--- config.mk ---
export PLATFORM = sky130hd
export DESIGN_NAME = jts16_obj_romslot
export DESIGN_NICKNAME = d
export VERILOG_FILES = /design/src/rtl/jts16_pkg.sv /design/src/rtl/jts16_obj_romslot.sv
export SDC_FILE = /design/constraint.sdc
export NUM_CORES = 1
export LEC_CHECK = 0
export BUFFER_PORTS_ARGS = -buffer_cell sky130_fd_sc_hd__buf_2
export CAP_MARGIN = 40
export CORE_UTILIZATION = 48
export DETAILED_ROUTE_END_ITERATION = 7
export PLACE_DENSITY = 0.85
export SYNTH_ARGS = -nofsm -noshare
export SYNTH_HDL_FRONTEND = slang
export SYNTH_SLANG_ARGS = --single-unit
--- constraint.sdc ---
create_clock -name clk -period 1.75 [get_ports clk]
set_input_delay 0.175 -clock clk [delete_from_list [all_inputs] [get_ports clk]]
set_output_delay 0.175 -clock clk [all_outputs]
set_load 0.005 [all_outputs]
--- src/rtl/jts16_pkg.sv ---
// Shared definitions for the object ROM slot: FSM state encoding and ROM line width.
package jts16_pkg;

  typedef enum logic [1:0] {
    ST_IDLE = 2'd0,
    ST_REQ  = 2'd1,
    ST_WAIT = 2'd2
  } obj_state_e;

  localparam int unsigned ROM_LINE_W = 32;

endpackage

--- src/rtl/jts16_obj_romslot.sv ---
// Object ROM slot: one 32-bit line store in front of the SDRAM, serving 16-bit words.
// Optional macro JTS16_OBJ_CACHE_EN keeps the line across address changes (hits skip SDRAM).
module jts16_obj_romslot
  import jts16_pkg::*;
#(
  parameter logic [21:0] ROM_OFFSET = 22'h0,
  parameter int unsigned LATCH_DATA = 1
) (
  input  logic                  clk,
  input  logic                  rst,
  input  logic                  obj_cs,
  input  logic [19:0]           obj_addr,
  output logic                  obj_ok,
  output logic [15:0]           obj_data,
  output logic                  sdram_req,
  output logic [21:0]           sdram_addr,
  input  logic                  sdram_ack,
  input  logic                  sdram_dok,
  input  logic [ROM_LINE_W-1:0] sdram_din
);

  obj_state_e            state_q, state_d;
  logic                  req_q, req_d;
  logic [21:0]           addr_q, addr_d;
  logic [18:0]           pend_q, pend_d;
  logic [18:0]           line_addr_q, line_addr_d;
  logic [ROM_LINE_W-1:0] line_data_q, line_data_d;
  logic                  line_valid_q, line_valid_d;
  logic [15:0]           data_q, data_d;
  logic                  rdy_q, rdy_d;
  logic [19:0]           rdy_addr_q, rdy_addr_d;
  logic                  eff_valid, hit, data_ready;
  logic [15:0]           word;

`ifndef JTS16_OBJ_CACHE_EN
  logic [19:0] last_addr_q;
  // Any address change invalidates the line in the same cycle it is seen.
  always_comb eff_valid = line_valid_q & (obj_addr == last_addr_q);

  always_ff @(posedge clk) begin
    if (rst) last_addr_q <= '0;
    else     last_addr_q <= obj_addr;
  end
`else
  always_comb eff_valid = line_valid_q;
`endif

  always_comb begin
    hit  = eff_valid & (obj_addr[19:1] == line_addr_q);
    word = obj_addr[0] ? line_data_q[31:16] : line_data_q[15:0];

    state_d      = state_q;
    req_d        = req_q;
    addr_d       = addr_q;
    pend_d       = pend_q;
    line_addr_d  = line_addr_q;
    line_data_d  = line_data_q;
    line_valid_d = eff_valid;
    data_d       = word;
    rdy_d        = hit;
    rdy_addr_d   = obj_addr;

    unique case (state_q)
      ST_IDLE: begin
        if (obj_cs && !hit) begin
          pend_d  = obj_addr[19:1];
          addr_d  = ROM_OFFSET + {2'b00, obj_addr[19:1], 1'b0};
          req_d   = 1'b1;
          state_d = ST_REQ;
        end
      end
      ST_REQ: begin
        if (sdram_ack) begin
          req_d   = 1'b0;
          state_d = ST_WAIT;
        end
      end
      ST_WAIT: begin
        if (sdram_dok) begin
          line_data_d  = sdram_din;
          line_addr_d  = pend_q;
          line_valid_d = 1'b1;
          state_d      = ST_IDLE;
        end
      end
      default: state_d = ST_IDLE;
    endcase
  end

  always_ff @(posedge clk) begin
    if (rst) begin
      state_q      <= ST_IDLE;
      req_q        <= 1'b0;
      addr_q       <= '0;
      pend_q       <= '0;
      line_addr_q  <= '0;
      line_data_q  <= '0;
      line_valid_q <= 1'b0;
      data_q       <= '0;
      rdy_q        <= 1'b0;
      rdy_addr_q   <= '0;
    end else begin
      state_q      <= state_d;
      req_q        <= req_d;
      addr_q       <= addr_d;
      pend_q       <= pend_d;
      line_addr_q  <= line_addr_d;
      line_data_q  <= line_data_d;
      line_valid_q <= line_valid_d;
      data_q       <= data_d;
      rdy_q        <= rdy_d;
      rdy_addr_q   <= rdy_addr_d;
    end
  end

  // Registered word is only trusted when it was captured for the current address.
  generate
    if (LATCH_DATA != 0) begin : g_latch
      assign data_ready = rdy_q & (rdy_addr_q == obj_addr);
      assign obj_data   = data_q;
    end else begin : g_comb
      assign data_ready = 1'b1;
      assign obj_data   = word;
    end
  endgenerate

  assign obj_ok     = obj_cs & hit & data_ready;
  assign sdram_req  = req_q;
  assign sdram_addr = addr_q;

endmodule

==> impl_results.html, run 1 <==
<table>
<tr><th>Metric</th><th>Value</th></tr>
<tr><th colspan="2">Run status</th></tr>
<tr><td>Result of the run</td><td>finished, violations left</td></tr>
<tr><td>Violated checks</td><td>negative setup slack</td></tr>
<tr><th colspan="2">Timing</th></tr>
<tr><td>Worst slew margin</td><td>about three fifths</td></tr>
<tr><td>Slew at the pin closest to its max-slew limit</td><td>approximately 570 ps</td></tr>
<tr><td>Final count of hold timing violations</td><td>0</td></tr>
<tr><td>Final Max Tran Viols</td><td>0</td></tr>
<tr><td>Minimum clock period</td><td>2070 ps</td></tr>
<tr><td>Fmax</td><td>a little under 500 MHz</td></tr>
<tr><td>RSZ-0062 raised after global routing</td><td>yes</td></tr>
<tr><td>Total of endpoints with negative setup slack in the final report</td><td>22</td></tr>
<tr><td>Total negative slack</td><td>-6520 ps</td></tr>
<tr><td>Final period utilization</td><td>119%</td></tr>
<tr><td>Worst hold margin</td><td>~43 ps</td></tr>
<tr><td>Worst setup skew after layout</td><td>about 14 ps</td></tr>
<tr><td>Min setup slack post-route</td><td>-324 ps</td></tr>
<tr><th colspan="2">Power</th></tr>
<tr><td>Peak ir drop on the vdd network</td><td>approximately 0.43 mV</td></tr>
<tr><td>Share of total power in combinational logic</td><td>between 10% and 20%</td></tr>
<tr><td>Sw Pwr</td><td>between 0.001 and 0.0015 W</td></tr>
<tr><td>Power density normalized to cell area</td><td>859 nW/µm²</td></tr>
<tr><td>Int Power</td><td>roughly 0.0034 W</td></tr>
<tr><td>Leakage power</td><td>between 2 and 2.5 nW</td></tr>
<tr><td>Sequential cell fraction of total power</td><td>between 50 and 60%</td></tr>
<tr><td>Switching share of total power</td><td>between 20 and 25%</td></tr>
<tr><td>Part of the power in the clock network</td><td>30.5%</td></tr>
<tr><th colspan="2">Setup path</th></tr>
<tr><td>CP peak stage delay</td><td>340 ps</td></tr>
<tr><td>Family with the most delay on the worst path</td><td>simple AND/OR/NAND/NOR gates</td></tr>
<tr><td>Worst path bufs/invs</td><td>2</td></tr>
<tr><td>Cells along the critical path</td><td>xnor2_2, nand4_1, nor4_4, nand4_2, buf_4, nand3_4, clkbuf_16, mux2_4</td></tr>
<tr><td>Endpoint type of the worst setup path</td><td>flop</td></tr>
<tr><td>Worst Path Class, Setup</td><td>reg -&gt; reg</td></tr>
<tr><td>Critical path required time</td><td>about 2000 ps</td></tr>
<tr><td>Signal arrival time at the worst endpoint</td><td>2330 ps</td></tr>
<tr><td>Startpoint kind of the worst setup timing path</td><td>flop</td></tr>
<tr><td>Maximum fanout count along the critical path</td><td>7</td></tr>
<tr><td>Slowest cell on the critical path</td><td>sky130_fd_sc_hd__dfxtp_2</td></tr>
<tr><th colspan="2">Clocking</th></tr>
<tr><td>Number of CTS-inserted buffers</td><td>9</td></tr>
<tr><td>Clock slew at the register clock pins of the worst setup and hold paths</td><td>roughly 100 ps</td></tr>
<tr><td>Clock tree from TritonCTS</td><td>built</td></tr>
<tr><td>Number of hold buffers added after CTS</td><td>0</td></tr>
<tr><td>Maximum buffer depth of the clock tree</td><td>2</td></tr>
<tr><td>Worst skew pair latency</td><td>360 ps</td></tr>
<tr><td>H-Tree Depth</td><td>3</td></tr>
<tr><td>Root Buffer</td><td>sky130_fd_sc_hd__clkbuf_8</td></tr>
<tr><td>Clock tree sinks</td><td>roughly 110</td></tr>
<tr><th colspan="2">Synth</th></tr>
<tr><td>Commonest register cell after synthesis</td><td>sky130_fd_sc_hd__dfxtp_1</td></tr>
<tr><td>Gate count after technology mapping</td><td>456</td></tr>
<tr><td>Post-synth top area share</td><td>between 50% and 60%</td></tr>
<tr><td>Library cell with the largest summed area after synthesis</td><td>sky130_fd_sc_hd__dfxtp_1</td></tr>
<tr><td>Number of distinct library cells after synthesis</td><td>26</td></tr>
<tr><td>Asr flop ratio synth</td><td>0%</td></tr>
<tr><td>Cell area after synthesis</td><td>about 4300 µm²</td></tr>
<tr><td>Syn avg cell area</td><td>around 9.4 µm²</td></tr>
<tr><td>Number of synthesized register bits</td><td>between 100 and 150</td></tr>
<tr><td>Sequential-to-total area share from yosys stat</td><td>between 50% and 60%</td></tr>
<tr><td>EDFF count, synth</td><td>0</td></tr>
<tr><td>Dominant cells by area after synthesis</td><td>sky130_fd_sc_hd__dfxtp_1, sky130_fd_sc_hd__nand2_1, sky130_fd_sc_hd__mux2_4</td></tr>
<tr><td>Synth warnings</td><td>0</td></tr>
<tr><th colspan="2">Cells and area</th></tr>
<tr><td>Number of standard cells in the final layout excluding fillers</td><td>663</td></tr>
<tr><td>Fill cell count</td><td>750</td></tr>
<tr><td>Area of the multi-input gates</td><td>between 2000 and 2500 µm²</td></tr>
<tr><td>Share of post-route cells with drive strength above 1</td><td>between 30% and 40%</td></tr>
<tr><td>Layout-stage area growth over the synthesis result</td><td>23.1%</td></tr>
<tr><td>Net count of the finished layout</td><td>607</td></tr>
<tr><td>Ant. Diodes</td><td>0</td></tr>
<tr><td>Footprint of the flip-flops and latches</td><td>roughly 2200 µm²</td></tr>
<tr><td>Core occupancy in the finished layout</td><td>between 60 and 70%</td></tr>
<tr><th colspan="2">GRT</th></tr>
<tr><td>Maximum number of pins on one net before global-route repair</td><td>60</td></tr>
<tr><td>Global routing usage summed across all routing layers</td><td>20.0%</td></tr>
<tr><td>Vias in the first global route</td><td>about 3,300</td></tr>
<tr><td>Antenna violations before repair</td><td>0</td></tr>
<tr><td>First-pass GRT wire length</td><td>approximately 15,000 µm</td></tr>
<tr><td>Gr ovfl total</td><td>0</td></tr>
<tr><th colspan="2">Run</th></tr>
<tr><td>Max-cap violations</td><td>0</td></tr>
<tr><th colspan="2">Route</th></tr>
<tr><td>Antenna-violating nets left</td><td>0</td></tr>
<tr><td>Number of iterations in the first detailed-routing pass</td><td>5</td></tr>
<tr><td>Via count</td><td>roughly 3,300</td></tr>
<tr><td>Routed vias/inst</td><td>between 4 and 5</td></tr>
<tr><td>Remaining design rule violation count</td><td>0</td></tr>
<tr><td>Aggregate routed wire length</td><td>between 9000 and 10,000 µm</td></tr>
<tr><td>Initial drt markers</td><td>84</td></tr>
<tr><td>Post-detailed-route wirelength per cell</td><td>14.0 µm</td></tr>
<tr><th colspan="2">Die</th></tr>
<tr><td>Site row count</td><td>34</td></tr>
<tr><td>Core region area</td><td>about 8700 µm²</td></tr>
<tr><td>Die height</td><td>a little under 100 µm</td></tr>
<tr><td>Count of boundary I/O pins</td><td>97</td></tr>
<tr><td>Area of the die</td><td>about 9300 µm²</td></tr>
<tr><td>Horizontal die dimension</td><td>96.7 µm</td></tr>
<tr><td>Starting utilization of the core area</td><td>49.6%</td></tr>
<tr><th colspan="2">Place</th></tr>
<tr><td>Input/output buffers</td><td>93</td></tr>
<tr><td>Final Wtd Congestion</td><td>around 0.75</td></tr>
<tr><td>Cell total after placement</td><td>approximately 640</td></tr>
<tr><td>Hpwl dp</td><td>about 6500 µm</td></tr>
<tr><th colspan="2">Hold path</th></tr>
<tr><td>Worst min-delay path class</td><td>in -&gt; reg</td></tr>
</table>
-- metal layers --
metal  routed length, µm  GRT usage, %  vias to the layer above  part of all wire, %
met4                  87          6.77                        0                 0.94
li1                    -             -                     1657                    -
met1                4050          25.4                     1543                   44
met2                4720          34.2                       85                   51
met3                 430          3.47                        6                  4.6
met5                   0             0                        -                    0
-- layout by cell type, fill, tap and decap left out, drive strengths merged --
cell,netlist,final
nor2,21,21
clkinvlp,0,2
dfxtp,111,111
nand3b,1,1
a21oi,54,54
mux2i,16,16
nand2,104,104
nor3,2,2
buf,9,110
nor2b,39,39
xor2,7,7
and3,2,2
xnor2,32,32
a31oi,1,1
clkbuf,21,12
clkinv,0,3
conb,1,3
nor4,3,3
nand4,8,8
mux2,19,19
nand3,3,3
or3b,1,1
inv,1,1
-- registers in the layout (all words and copies together), names as in the netlist, 2 cells and up --
signal	flops
sdram_addr	19
obj_data	16
rdy_addr_q	20
state_q	2
line_addr_q	19
line_data_q	32
-- synthesized netlist by cell type, types with 2 or more instances --
master / count
sky130_fd_sc_hd__a21oi_1: 54
sky130_fd_sc_hd__and3_1: 2
sky130_fd_sc_hd__buf_1: 3
sky130_fd_sc_hd__buf_4: 3
sky130_fd_sc_hd__buf_6: 3
sky130_fd_sc_hd__clkbuf_1: 21
sky130_fd_sc_hd__dfxtp_1: 111
sky130_fd_sc_hd__mux2_4: 19
sky130_fd_sc_hd__mux2i_1: 16
sky130_fd_sc_hd__nand2_1: 104
sky130_fd_sc_hd__nand3_1: 2
sky130_fd_sc_hd__nand4_1: 7
sky130_fd_sc_hd__nor2_1: 21
sky130_fd_sc_hd__nor2b_1: 39
sky130_fd_sc_hd__nor3_1: 2
sky130_fd_sc_hd__nor4_1: 2
sky130_fd_sc_hd__xnor2_1: 32
sky130_fd_sc_hd__xor2_1: 7
-- timing repair --
item                                    in CTS  in global routing
endpoints found under the setup margin      20                 23
pin swaps                                    7                 14
gates resized for setup                      9                 22
gates cloned                                 0                  1
buffers inserted                             4                  1
-- metrics by stage --
| stage | cell area (µm²) | total power, W | worst slack [ps] |
|---|---|---|---|
| after global placement | 4910 | 0.00316 | -184 |
| after detailed placement | 4910 | 0.00318 | -244 |
| after CTS | 5170 | 0.00455 | -306 |
| after global routing | 5290 | 0.00472 | -397 |
| final | 5290 | 0.00455 | -324 |
| after floorplan | 4310 | 0.00298 | 13.5 |
-- logic make-up after synthesis --
group / Yosys count / share of synthesized area [%]
AND/OR/NAND/NOR: 184 / 20.0
buffers and inverters: 31 / 3.49
XOR/XNOR: 39 / 7.94
other: 1 / 0.0872
multiplexers: 35 / 10.4
AO/OA/AOI/OAI: 55 / 6.43
flip-flops: 111 / 51.7
-- worst min-delay path: cells and delay by family --
kind	cells	cell delay, ps
buffers and inverters	1	90
AND/OR/NAND/NOR	1	40
AO/OA/AOI/OAI	1	50
-- power groups by stage --
stage,logic [W],clock network [W],registers [W]
2_1_floorplan,0.000283,0,0.00270
3_5_place_dp,0.000468,0,0.00271
4_1_cts,0.000483,0.00141,0.00265
3_3_place_gp,0.000459,0,0.00271
5_1_grt,0.000551,0.00151,0.00267
6_report,0.000508,0.00139,0.00266
-- final cells by class --
| cell class | instances | area share, % |
|---|---|---|
| clock buffers | 11 | 2.67 |
| clock inverters | 5 | 0.638 |
| inverters | 1 | 0.0709 |
| multi-input cells | 316 | 39.0 |
| flip-flops and latches | 111 | 42.2 |
| well taps | 108 | 2.55 |
| repair buffers | 111 | 12.9 |
-- final timing paths --
kind | startpoint | to | slack, ps | cells past startpoint
max reg2reg | rdy_addr_q[4] | sdram_addr[11] | -320 | 8
min reg2reg | line_data_q[3] | line_data_q[3] | 460 | 2
max | rdy_addr_q[4] | sdram_addr[11] | -320 | 8
min | sdram_din[12] | line_data_q[12] | 40 | 3
No activity file was read; power rests on OpenSTA's default activity.
==> run 2, diff against run 1 <==
CORE_ASPECT_RATIO = 1.5   (was default)
==> impl_results.html, run 2 (synthesized netlist as in run 1, its figures left out) <==
<table>
<tr><th>Metric</th><th>Value</th></tr>
<tr><th colspan="2">Place</th></tr>
<tr><td>Final Wtd Congestion</td><td>roughly 0.80</td></tr>
<tr><td>Input/output buffers</td><td>93</td></tr>
<tr><td>Hpwl dp</td><td>approximately 6600 µm</td></tr>
<tr><td>Post-placement worst setup slack</td><td>-193 ps</td></tr>
<tr><th colspan="2">Power</th></tr>
<tr><td>Peak ir drop on the vdd network</td><td>around 0.62 mV</td></tr>
<tr><td>Power density normalized to cell area</td><td>957 nW/µm²</td></tr>
<tr><td>Leakage power</td><td>2.25 nW</td></tr>
<tr><td>Switching share of total power</td><td>between 20% and 30%</td></tr>
<tr><td>Part of the power in the clock network</td><td>a little under two fifths</td></tr>
<tr><td>Sw Pwr</td><td>roughly 0.0011 W</td></tr>
<tr><td>Sequential cell fraction of total power</td><td>51.6%</td></tr>
<tr><td>Share of total power in combinational logic</td><td>10.0%</td></tr>
<tr><td>Int Power</td><td>0.00401 W</td></tr>
<tr><th colspan="2">Setup path</th></tr>
<tr><td>Slowest cell on the critical path</td><td>sky130_fd_sc_hd__nor4_4</td></tr>
<tr><td>Startpoint kind of the worst setup timing path</td><td>flop</td></tr>
<tr><td>CP peak stage delay</td><td>between 300 and 400 ps</td></tr>
<tr><td>Family with the most delay on the worst path</td><td>simple AND/OR/NAND/NOR gates</td></tr>
<tr><td>Critical path required time</td><td>1570 ps</td></tr>
<tr><td>Endpoint type of the worst setup path</td><td>output pin</td></tr>
<tr><td>Cells along the critical path</td><td>xnor2_1, nand4_1, nor4_4, nand4_2, buf_6, nor2_2, buf_2</td></tr>
<tr><td>Signal arrival time at the worst endpoint</td><td>roughly 1900 ps</td></tr>
<tr><td>Worst Path Class, Setup</td><td>reg -&gt; out</td></tr>
<tr><td>Worst path bufs/invs</td><td>2</td></tr>
<tr><td>Maximum fanout count along the critical path</td><td>2</td></tr>
<tr><th colspan="2">Cells and area</th></tr>
<tr><td>Net count of the finished layout</td><td>610</td></tr>
<tr><td>Footprint of the flip-flops and latches</td><td>~2200 µm²</td></tr>
<tr><td>Area of the multi-input gates</td><td>between 2000 and 2500 µm²</td></tr>
<tr><td>Highest-count cells in the layout ignoring fill and taps</td><td>sky130_fd_sc_hd__dfxtp_1, sky130_fd_sc_hd__nand2_1, sky130_fd_sc_hd__buf_2, sky130_fd_sc_hd__a21oi_1, sky130_fd_sc_hd__nor2b_1</td></tr>
<tr><td>Share of post-route cells with drive strength above 1</td><td>between 20 and 30%</td></tr>
<tr><td>Ant. Diodes</td><td>0</td></tr>
<tr><td>Fill cell count</td><td>693</td></tr>
<tr><td>Layout-stage area growth over the synthesis result</td><td>25.1%</td></tr>
<tr><td>Max FFs per register</td><td>32</td></tr>
<tr><td>Register ranked first by flip-flop count</td><td>line_data_q</td></tr>
<tr><td>Largest registers ranked by flip-flop count</td><td>line_data_q x32, rdy_addr_q x20</td></tr>
<tr><td>Most common cell after layout, fill and taps aside</td><td>sky130_fd_sc_hd__dfxtp_1</td></tr>
<tr><th colspan="2">GRT</th></tr>
<tr><td>First-pass GRT wire length</td><td>between 15,000 and 20,000 µm</td></tr>
<tr><td>Global routing usage summed across all routing layers</td><td>a little over a fifth</td></tr>
<tr><td>Gr ovfl total</td><td>0</td></tr>
<tr><td>Vias in the first global route</td><td>approximately 3,100</td></tr>
<tr><td>Antenna violations before repair</td><td>0</td></tr>
<tr><td>Maximum number of pins on one net before global-route repair</td><td>60</td></tr>
<tr><th colspan="2">Timing</th></tr>
<tr><td>Fmax</td><td>484 MHz</td></tr>
<tr><td>RSZ-0062 raised after global routing</td><td>yes</td></tr>
<tr><td>Final period utilization</td><td>118%</td></tr>
<tr><td>Min setup slack post-route</td><td>-318 ps</td></tr>
<tr><td>Minimum clock period</td><td>around 2100 ps</td></tr>
<tr><td>Worst hold margin</td><td>between 50 and 60 ps</td></tr>
<tr><td>Final count of hold timing violations</td><td>0</td></tr>
<tr><td>Worst setup skew after layout</td><td>roughly 7 ps</td></tr>
<tr><td>Final Max Tran Viols</td><td>0</td></tr>
<tr><td>Total of endpoints with negative setup slack in the final report</td><td>23</td></tr>
<tr><td>Worst slew margin</td><td>~59%</td></tr>
<tr><td>Slew at the pin closest to its max-slew limit</td><td>614 ps</td></tr>
<tr><th colspan="2">Route</th></tr>
<tr><td>Antenna-violating nets left</td><td>0</td></tr>
<tr><td>Routed vias/inst</td><td>roughly 5</td></tr>
<tr><td>Number of iterations in the first detailed-routing pass</td><td>5</td></tr>
<tr><td>Post-detailed-route wirelength per cell</td><td>~15 µm</td></tr>
<tr><td>Remaining design rule violation count</td><td>0</td></tr>
<tr><td>Via count</td><td>3,327</td></tr>
<tr><td>Aggregate routed wire length</td><td>a little under 10,000 µm</td></tr>
<tr><td>Initial drt markers</td><td>94</td></tr>
<tr><th colspan="2">Die</th></tr>
<tr><td>Core region area</td><td>around 8600 µm²</td></tr>
<tr><td>Die height</td><td>between 100 and 150 µm</td></tr>
<tr><td>Horizontal die dimension</td><td>a little under 80 µm</td></tr>
<tr><td>Area of the die</td><td>approximately 9400 µm²</td></tr>
<tr><td>Site row count</td><td>41</td></tr>
<tr><td>Count of boundary I/O pins</td><td>between 90 and 100</td></tr>
<tr><td>Starting utilization of the core area</td><td>roughly half</td></tr>
<tr><th colspan="2">Clocking</th></tr>
<tr><td>H-Tree Depth</td><td>3</td></tr>
<tr><td>Worst skew pair latency</td><td>approximately 350 ps</td></tr>
<tr><td>Number of CTS-inserted buffers</td><td>9</td></tr>
<tr><td>Clock tree from TritonCTS</td><td>built</td></tr>
<tr><td>Clock tree sinks</td><td>approximately 110</td></tr>
<tr><td>Root Buffer</td><td>sky130_fd_sc_hd__clkbuf_16</td></tr>
<tr><td>Maximum buffer depth of the clock tree</td><td>2</td></tr>
<tr><td>Clock slew at the register clock pins of the worst setup and hold paths</td><td>around 70 ps</td></tr>
<tr><th colspan="2">Run status</th></tr>
<tr><td>Violated checks</td><td>negative setup slack</td></tr>
<tr><td>Result of the run</td><td>finished, violations left</td></tr>
<tr><th colspan="2">Hold path</th></tr>
<tr><td>Worst min-delay path class</td><td>in -&gt; reg</td></tr>
<tr><th colspan="2">Run</th></tr>
<tr><td>Max-cap violations</td><td>0</td></tr>
</table>
## run 2: cell types whose count changed in the layout (fill, tap and decap cells not counted), sizes merged
| cell | change |
|---|---|
| bufinv | +1 |
| buf | +3 |
| clkinvlp | -2 |
| clkinv | -3 |
| clkbuf | +2 |
## run 2: final timing paths
path,endpoint,slack (ps),cells after the start,startpoint
worst min register to register,line_data_q[1],460,2,line_data_q[1]
worst max-delay path,obj_ok,-320,7,rdy_addr_q[9]
worst min-delay path,line_data_q[14],60,3,sdram_din[14]
worst max register to register,sdram_addr[17],-310,8,rdy_addr_q[9]
## run 2: area by class of cell
type,instances,area share (%)
Clock inverter,1,0.558
Inverter,1,0.0698
Tap cell,107,2.49
Sequential cell,111,41.4
Timing Repair Buffer,114,12.9
Multi-Input combinational cell,316,38.0
Clock buffer,13,4.65
## run 2: power by group through the flow
stage	Clock (W)	Combinational (W)	Sequential, W
floorplan	0	0.000283	0.00270
global placement	0	0.000470	0.00270
detailed placement	0	0.000481	0.00271
CTS	0.00201	0.000491	0.00265
global route	0.00213	0.000554	0.00266
finish	0.00198	0.000516	0.00266
## run 2: tightest hold or removal path, stage by stage
cell and delay (ps):
sky130_fd_sc_hd__buf_2 90, sky130_fd_sc_hd__nand2_1 40, sky130_fd_sc_hd__a21oi_1 50
## run 2: through the flow
step / power [W] / TNS [ps] / utilization [%] / area [µm²] / std cells
final: 0.00515 / -6050 / 62.8 / 5380 / 663
after global placement: 0.00317 / -2350 / 57.4 / 4910 / 642
after global routing: 0.00535 / -9100 / 62.8 / 5380 / 663
after floorplan: 0.00298 / 0 / - / 4310 / 458
after CTS: 0.00516 / -4200 / 61.3 / 5250 / 658
after detailed placement: 0.00319 / -3540 / 57.4 / 4910 / 642
## run 2: metal layers
| layer | GRT usage [%] | wire length (µm) |
|---|---|---|
| met1 | 23.3 | 3840 |
| met2 | 37.2 | 5200 |
| met3 | 5.50 | 449 |
| met4 | 9.55 | 252 |
| met5 | 0 | 0 |
## run 2: timing repair
action / in CTS / in global routing
buffers inserted: 2 / 4
resized for setup: 9 / 12
cloned: 0 / 1
endpoints found under the setup margin: 20 / 22
pin swaps: 8 / 6
hold buffers: 0 / 0
